File: src/rtl/d16_fetch_pkg.sv
// Shared definitions for the d16 instruction fetch sequencer.
package d16_fetch_pkg;

    localparam int unsigned D16_AW = 16;
    localparam int unsigned D16_DW = 16;
    localparam logic [15:0] D16_RESET_PC = 16'h0000;

    typedef enum logic [1:0] {
        D16_FETCH_IDLE = 2'd0,
        D16_FETCH_REQ  = 2'd1,
        D16_FETCH_DROP = 2'd2
    } fetch_state_e;

endpackage

File: src/rtl/d16_fetch_fifo.sv
// Small shift-register fetch queue; the head lives in entry 0 so head/head_valid come straight from flops.
module d16_fetch_fifo #(
    parameter int unsigned W     = 32,
    parameter int unsigned DEPTH = 2
) (
    input  logic                            clk,
    input  logic                            rst,
    input  logic                            push,
    input  logic                            pop,
    input  logic                            clr,
    input  logic [W-1:0]                    din,
    output logic [$clog2(DEPTH+1)-1:0]      count_c,
    output logic [W-1:0]                    head,
    output logic                            head_valid
);

    localparam int unsigned CW = $clog2(DEPTH + 1);

    logic [DEPTH-1:0][W-1:0] mem_q, mem_d;
    logic [DEPTH-1:0]        vld_q, vld_d;
    logic                    pop_eff;
    logic [CW-1:0]           wr_idx;

    // Valid entries are always contiguous from slot 0.
    always_comb begin
        count_c = '0;
        for (int i = 0; i < int'(DEPTH); i++) begin
            count_c = count_c + CW'(vld_q[i]);
        end
    end

    assign pop_eff = pop & vld_q[0];
    assign wr_idx  = count_c - CW'(pop_eff);

    // Clear wins; otherwise shift out the head first, then append at the freed tail.
    always_comb begin
        mem_d = mem_q;
        vld_d = vld_q;
        if (clr) begin
            vld_d = '0;
        end else begin
            if (pop_eff) begin
                for (int i = 0; i < int'(DEPTH) - 1; i++) begin
                    mem_d[i] = mem_q[i+1];
                    vld_d[i] = vld_q[i+1];
                end
                vld_d[DEPTH-1] = 1'b0;
            end
            if (push) begin
                for (int i = 0; i < int'(DEPTH); i++) begin
                    if (CW'(i) == wr_idx) begin
                        mem_d[i] = din;
                        vld_d[i] = 1'b1;
                    end
                end
            end
        end
    end

    always_ff @(posedge clk or posedge rst) begin
        if (rst) begin
            mem_q <= '0;
            vld_q <= '0;
        end else begin
            mem_q <= mem_d;
            vld_q <= vld_d;
        end
    end

    assign head       = mem_q[0];
    assign head_valid = vld_q[0];

endmodule

File: src/rtl/d16_fetch.sv
// d16 instruction fetch sequencer: owns the fetch PC, one outstanding bus read, redirect/flush handling.
module d16_fetch
    import d16_fetch_pkg::*;
#(
    parameter int unsigned    AW       = D16_AW,
    parameter int unsigned    DW       = D16_DW,
    parameter logic [AW-1:0]  RESET_PC = AW'(D16_RESET_PC),
    parameter int unsigned    DEPTH    = 2
) (
    input  logic          sys_clk,
    input  logic          sys_rst,
    input  logic          jmp_load,
    input  logic [AW-1:0] jmp_addr,
    output logic [AW-1:0] im_addr,
    output logic          im_req,
    input  logic          im_ack,
    input  logic [DW-1:0] im_data,
    output logic [DW-1:0] ir,
    output logic [AW-1:0] ir_pc,
    output logic          ir_valid,
    input  logic          ir_ready,
    output logic          flush
);

    localparam int unsigned CW = $clog2(DEPTH + 1);

    fetch_state_e     state_q, state_d;
    logic [AW-1:0]    fpc_q, fpc_d;
    logic [AW-1:0]    addr_q, addr_d;
    logic             req_q;
    logic             flush_q;

    logic             push_c;
    logic             pop_c;
    logic [CW-1:0]    count_c;
    logic [CW-1:0]    cnt_after_pop_c;
    logic             room_c;
    logic [AW+DW-1:0] head_c;

    assign pop_c           = ir_valid & ir_ready;
    assign cnt_after_pop_c = count_c - CW'(pop_c);
    assign room_c          = cnt_after_pop_c < CW'(DEPTH);

    // Next-state, next fetch PC and next bus address.
    always_comb begin
        state_d = state_q;
        fpc_d   = fpc_q;
        addr_d  = addr_q;
        push_c  = 1'b0;
        unique case (state_q)
            D16_FETCH_IDLE: begin
                if (jmp_load) begin
                    fpc_d   = jmp_addr;
                    addr_d  = jmp_addr;
                    state_d = D16_FETCH_REQ;
                end else if (room_c) begin
                    addr_d  = fpc_q;
                    state_d = D16_FETCH_REQ;
                end
            end
            D16_FETCH_REQ: begin
                if (jmp_load) begin
                    fpc_d = jmp_addr;
                    if (im_ack) begin
                        addr_d = jmp_addr;
                    end else begin
                        state_d = D16_FETCH_DROP;
                    end
                end else if (im_ack) begin
                    push_c  = 1'b1;
                    fpc_d   = fpc_q + AW'(1);
                    addr_d  = fpc_q + AW'(1);
                    state_d = (cnt_after_pop_c < CW'(DEPTH - 1)) ? D16_FETCH_REQ : D16_FETCH_IDLE;
                end
            end
            D16_FETCH_DROP: begin
                if (jmp_load) begin
                    fpc_d = jmp_addr;
                end
                if (im_ack) begin
                    addr_d  = jmp_load ? jmp_addr : fpc_q;
                    state_d = D16_FETCH_REQ;
                end
            end
            default: state_d = D16_FETCH_IDLE;
        endcase
    end

    always_ff @(posedge sys_clk or posedge sys_rst) begin
        if (sys_rst) begin
            state_q <= D16_FETCH_IDLE;
            fpc_q   <= RESET_PC;
            addr_q  <= RESET_PC;
            req_q   <= 1'b0;
            flush_q <= 1'b0;
        end else begin
            state_q <= state_d;
            fpc_q   <= fpc_d;
            addr_q  <= addr_d;
            req_q   <= (state_d != D16_FETCH_IDLE);
            flush_q <= jmp_load;
        end
    end

    d16_fetch_fifo #(
        .W     (AW + DW),
        .DEPTH (DEPTH)
    ) u_fifo (
        .clk        (sys_clk),
        .rst        (sys_rst),
        .push       (push_c),
        .pop        (pop_c),
        .clr        (jmp_load),
        .din        ({fpc_q, im_data}),
        .count_c    (count_c),
        .head       (head_c),
        .head_valid (ir_valid)
    );

    assign im_addr = addr_q;
    assign im_req  = req_q;
    assign flush   = flush_q;
    assign ir      = head_c[DW-1:0];
    assign ir_pc   = head_c[AW+DW-1:DW];

endmodule

File: config.mk
export PLATFORM = sky130hd
export DESIGN_NAME = d16_fetch
export DESIGN_NICKNAME = d
export VERILOG_FILES = /design/src/rtl/d16_fetch_pkg.sv /design/src/rtl/d16_fetch_fifo.sv /design/src/rtl/d16_fetch.sv
export SDC_FILE = /design/constraint.sdc
export NUM_CORES = 1
export LEC_CHECK = 0
export ABC_AREA = 0
export BUFFER_PORTS_ARGS = -buffer_cell sky130_fd_sc_hd__buf_4
export CORE_MARGIN = 10
export CORE_UTILIZATION = 26
export DETAILED_ROUTE_END_ITERATION = 12
export HOLD_SLACK_MARGIN = 0.05
export SLEW_MARGIN = 10
export SYNTH_ARGS = -nofsm -noshare
export SYNTH_HDL_FRONTEND = slang
export SYNTH_SLANG_ARGS = --single-unit
File: constraint.sdc
create_clock -name sys_clk -period 3.6 [get_ports sys_clk]
set_input_delay 0.36 -clock sys_clk [delete_from_list [all_inputs] [get_ports sys_clk]]
set_output_delay 0.36 -clock sys_clk [all_outputs]
set_load 0.03 [all_outputs]
==> results.sh <==
export IMPL_status="finished, final reports clean"
export IMPL_layout_commonest_cell="dfrtp_1"
export IMPL_cp_end_kind="flip-flop"
export IMPL_clkPwrFrac_pct=21.8
export IMPL_design_die_area_sq_um=26600
export IMPL_switchingPower_mw=1.72
export IMPL_p_sw_share_pct=37.9
export IMPL_layout_common_cells="dfrtp_1, buf_4, and2_1, a221o_1, mux2_2"
export IMPL_io_buffers=87
export IMPL_antenna_found_initial=0
export IMPL_critical_path_required_ns=3.84
export IMPL_synthMuxAreaShare_pct=7.49
export IMPL_p_leak_nw=2.70
export IMPL_synthCells=499
export IMPL_synth_flop_cell="dfrtp_1"
export IMPL_rows=52
export IMPL_drc=0
export IMPL_slew_headroom_pct=29.2
export IMPL_synth_top_cell_by_area="dfrtp_1"
export IMPL_tns_ns=0
export IMPL_cts_clk_slew_worst_paths_ns=0.07
export IMPL_synth_fa_ha_area_share_pct=1.31
export IMPL_cap_viol_max_count=0
export IMPL_vdd_ir_drop_max_mv=0.238
export IMPL_first_pass_iters=7
export IMPL_hold_path_class="in2reg"
export IMPL_syn_area_per_cell_sq_um=10.7
export IMPL_die_h_um=163
export IMPL_start_util_pct=26.3
export IMPL_synth_compound_area_share_pct=16.5
export IMPL_ys_seq_area_share_pct=47.9
export IMPL_overflow=0
export IMPL_ctsResizeCount=0
export IMPL_ys_types=64
export IMPL_cts_root_buf="clkbuf_16"
export IMPL_cts_sinks=102
export IMPL_num_nets_final=577
export IMPL_wl_per_cell_um=18.4
export IMPL_clock_skew_ns=0.00890
export IMPL_cts_setup_buffers=0
export IMPL_first_global_vias=3941
export IMPL_whs_ns=0.239
export IMPL_fin_crit_sh_pct=72.2
export IMPL_cts_tree="yes"
export IMPL_synth_xor_area_share_pct=1.95
export IMPL_netlist_area_leader_share_pct=47.9
export IMPL_cts_made_buffers=9
export IMPL_arrival_ns=2.84
export IMPL_synth_edf_count=0
export IMPL_hpwl_um=10700
export IMPL_async_flop_share_pct=100
export IMPL_power_mw=4.53
export IMPL_drt_iter0_markers=297
export IMPL_rsz0062_at_grt="false"
export IMPL_syn_area_sq_um=5330
export IMPL_num_fill_cells=2105
export IMPL_place_ws_ns=1.00
export IMPL_yosys_warnings=0
export IMPL_clk_latency_ns=0.36
export IMPL_synth_top_family_by_area="compound AO/OA/AOI/OAI gates"
export IMPL_die_w_um=163
export IMPL_synthTopCellsByArea="dfrtp_1, mux2_2, a221o_1, buf_4, and2_1"
export IMPL_path_class="reg2reg"
export IMPL_grt_max_degree=87
export IMPL_ant_nets=0
export IMPL_core_sq_um=20200
export IMPL_area_delta_synth_final_pct=17.6
export IMPL_synth_simple_area_share_pct=16.0
export IMPL_globalplace_congestion=0.814
export IMPL_grt_pass1_wl_um=23100
export IMPL_seq_power_share_pct=42.8
export IMPL_num_vias=3971
export IMPL_internal_power_mw=2.81
export IMPL_grt_usage_pct=11.1
export IMPL_path_max_fanout=25
export IMPL_viasPerCell=4.90
export IMPL_worst_slew_pin_slew_ns=1.06
export IMPL_clk_path_buf_depth=2
export IMPL_routed_wirelength_um=14900
export IMPL_ys_seq_elements=102
export IMPL_hold_viol_final=0
export IMPL_fin_ws_ns=1.00
export IMPL_powerDensity_nw_per_um2=723
export IMPL_power_frac_comb_pct=35.4
export IMPL_synthesis_nets=541
export IMPL_fin_crit_ns=2.60
export IMPL_cp_start_kind="flip-flop"
export IMPL_htreeDepth=3
export IMPL_antennaDiodeCount=0
export IMPL_drive_gt1_share_pct=28.5
export IMPL_drv_slew=0
export IMPL_setup_viol=0
export IMPL_ios=88
export IMPL_cts_hold_fix_buffers=0
export IMPL_timing_fmax_mhz=385
[per-stage QoR]
step | cell area, sq um | util, % | std cells
CTS | 6270 | 31.0 | 810
global placement | 5980 | 29.5 | 794
detailed placement | 5980 | 29.5 | 794
global route | 6270 | 31.0 | 810
floorplan | 5330 | - | 499
finish | 6270 | 31.0 | 810
[kinds of logic after synthesis]
| logic type | after synthesis |
|---|---|
| muxes | 36 |
| DFF | 102 |
| and+or+nand+nor | 152 |
| buffers and inverters | 81 |
| AOI/OAI and AO/OA | 112 |
| adders and majority gates | 5 |
| xor gates and xnor gates | 11 |
[state kept, by name, summed over array words and instances, names as in the netlist]
name and cells:
u_fifo.head 32, u_fifo.vld_q 2, flush 1, im_req 1
im_addr 16, fpc_q 16, state_q 2, u_fifo.mem_q 32
[synth_stat cells (all sizes together) (3+ instances only)]
| library cell | instances |
|---|---|
| nor3b | 3 |
| clkbuf | 20 |
| nor3 | 18 |
| nand2b | 4 |
| dfrtp | 102 |
| o21ai | 20 |
| xnor2 | 9 |
| a31oi | 4 |
| mux2 | 31 |
| nand3 | 12 |
| inv | 8 |
| o31ai | 3 |
| a22oi | 4 |
| a221o | 34 |
| o22ai | 3 |
| a211oi | 8 |
| and2 | 36 |
| mux2i | 5 |
| a21oi | 15 |
| nand4 | 8 |
| nand2 | 20 |
| nor2 | 27 |
| nor4 | 8 |
| o311ai | 3 |
| ha | 4 |
| buf | 53 |
[power groups by stage]
stage                     logic (mW)  clock network [mW]  registers, mW
final                           1.60               0.988           1.94
after global routing            1.73                1.07           2.00
after CTS                       1.64                1.02           1.94
after detailed placement        1.63                   0           1.96
after global placement          1.60                   0           1.95
after floorplan                 1.26                   0           1.88
[worst max-delay path, cell delays in order (launching register included)]
cell and delay, ns:
dfrtp_1 0.39, inv_1 0.10, ha_1 0.30, ha_1 0.21, xnor2_2 0.35, nor3b_4 0.39, nor3_4 0.12, buf_4 0.24
a221o_1 0.37
[final timing paths]
kind	cells after the start	slack, ns	endpoint	startpoint
max in group asynchronous	3	2.55	state_q[0]	sys_rst
hold reg to reg	2	0.48	im_addr[2]	im_addr[2]
setup / recovery	8	1.00	u_fifo.head[30]	u_fifo.vld_q[0]
min in group asynchronous	2	0.25	u_fifo.mem_q[41]	sys_rst
hold / removal	2	0.24	u_fifo.mem_q[43]	im_data[11]
setup reg to reg	8	1.00	u_fifo.head[30]	u_fifo.vld_q[0]
[routing by layer]
metal  track usage [%]  share of wire, %
met5                 0                 0
met4              2.75              0.89
met3              3.98               7.3
met2              16.6                45
met1              14.9                46
[layout make-up]
class                   instances  area (sq um)  share of cell area, %
clock buffers                  11           233                   3.71
repair buffers                 98           736                   11.7
flip-flops and latches        102          2550                   40.7
inverters                       8          32.5                  0.519
multi-input cells             316          2320                   37.0
clock inverters                 5          58.8                  0.938
well taps                     270           338                   5.39
Note: power is estimated with default switching activity, not from simulation.
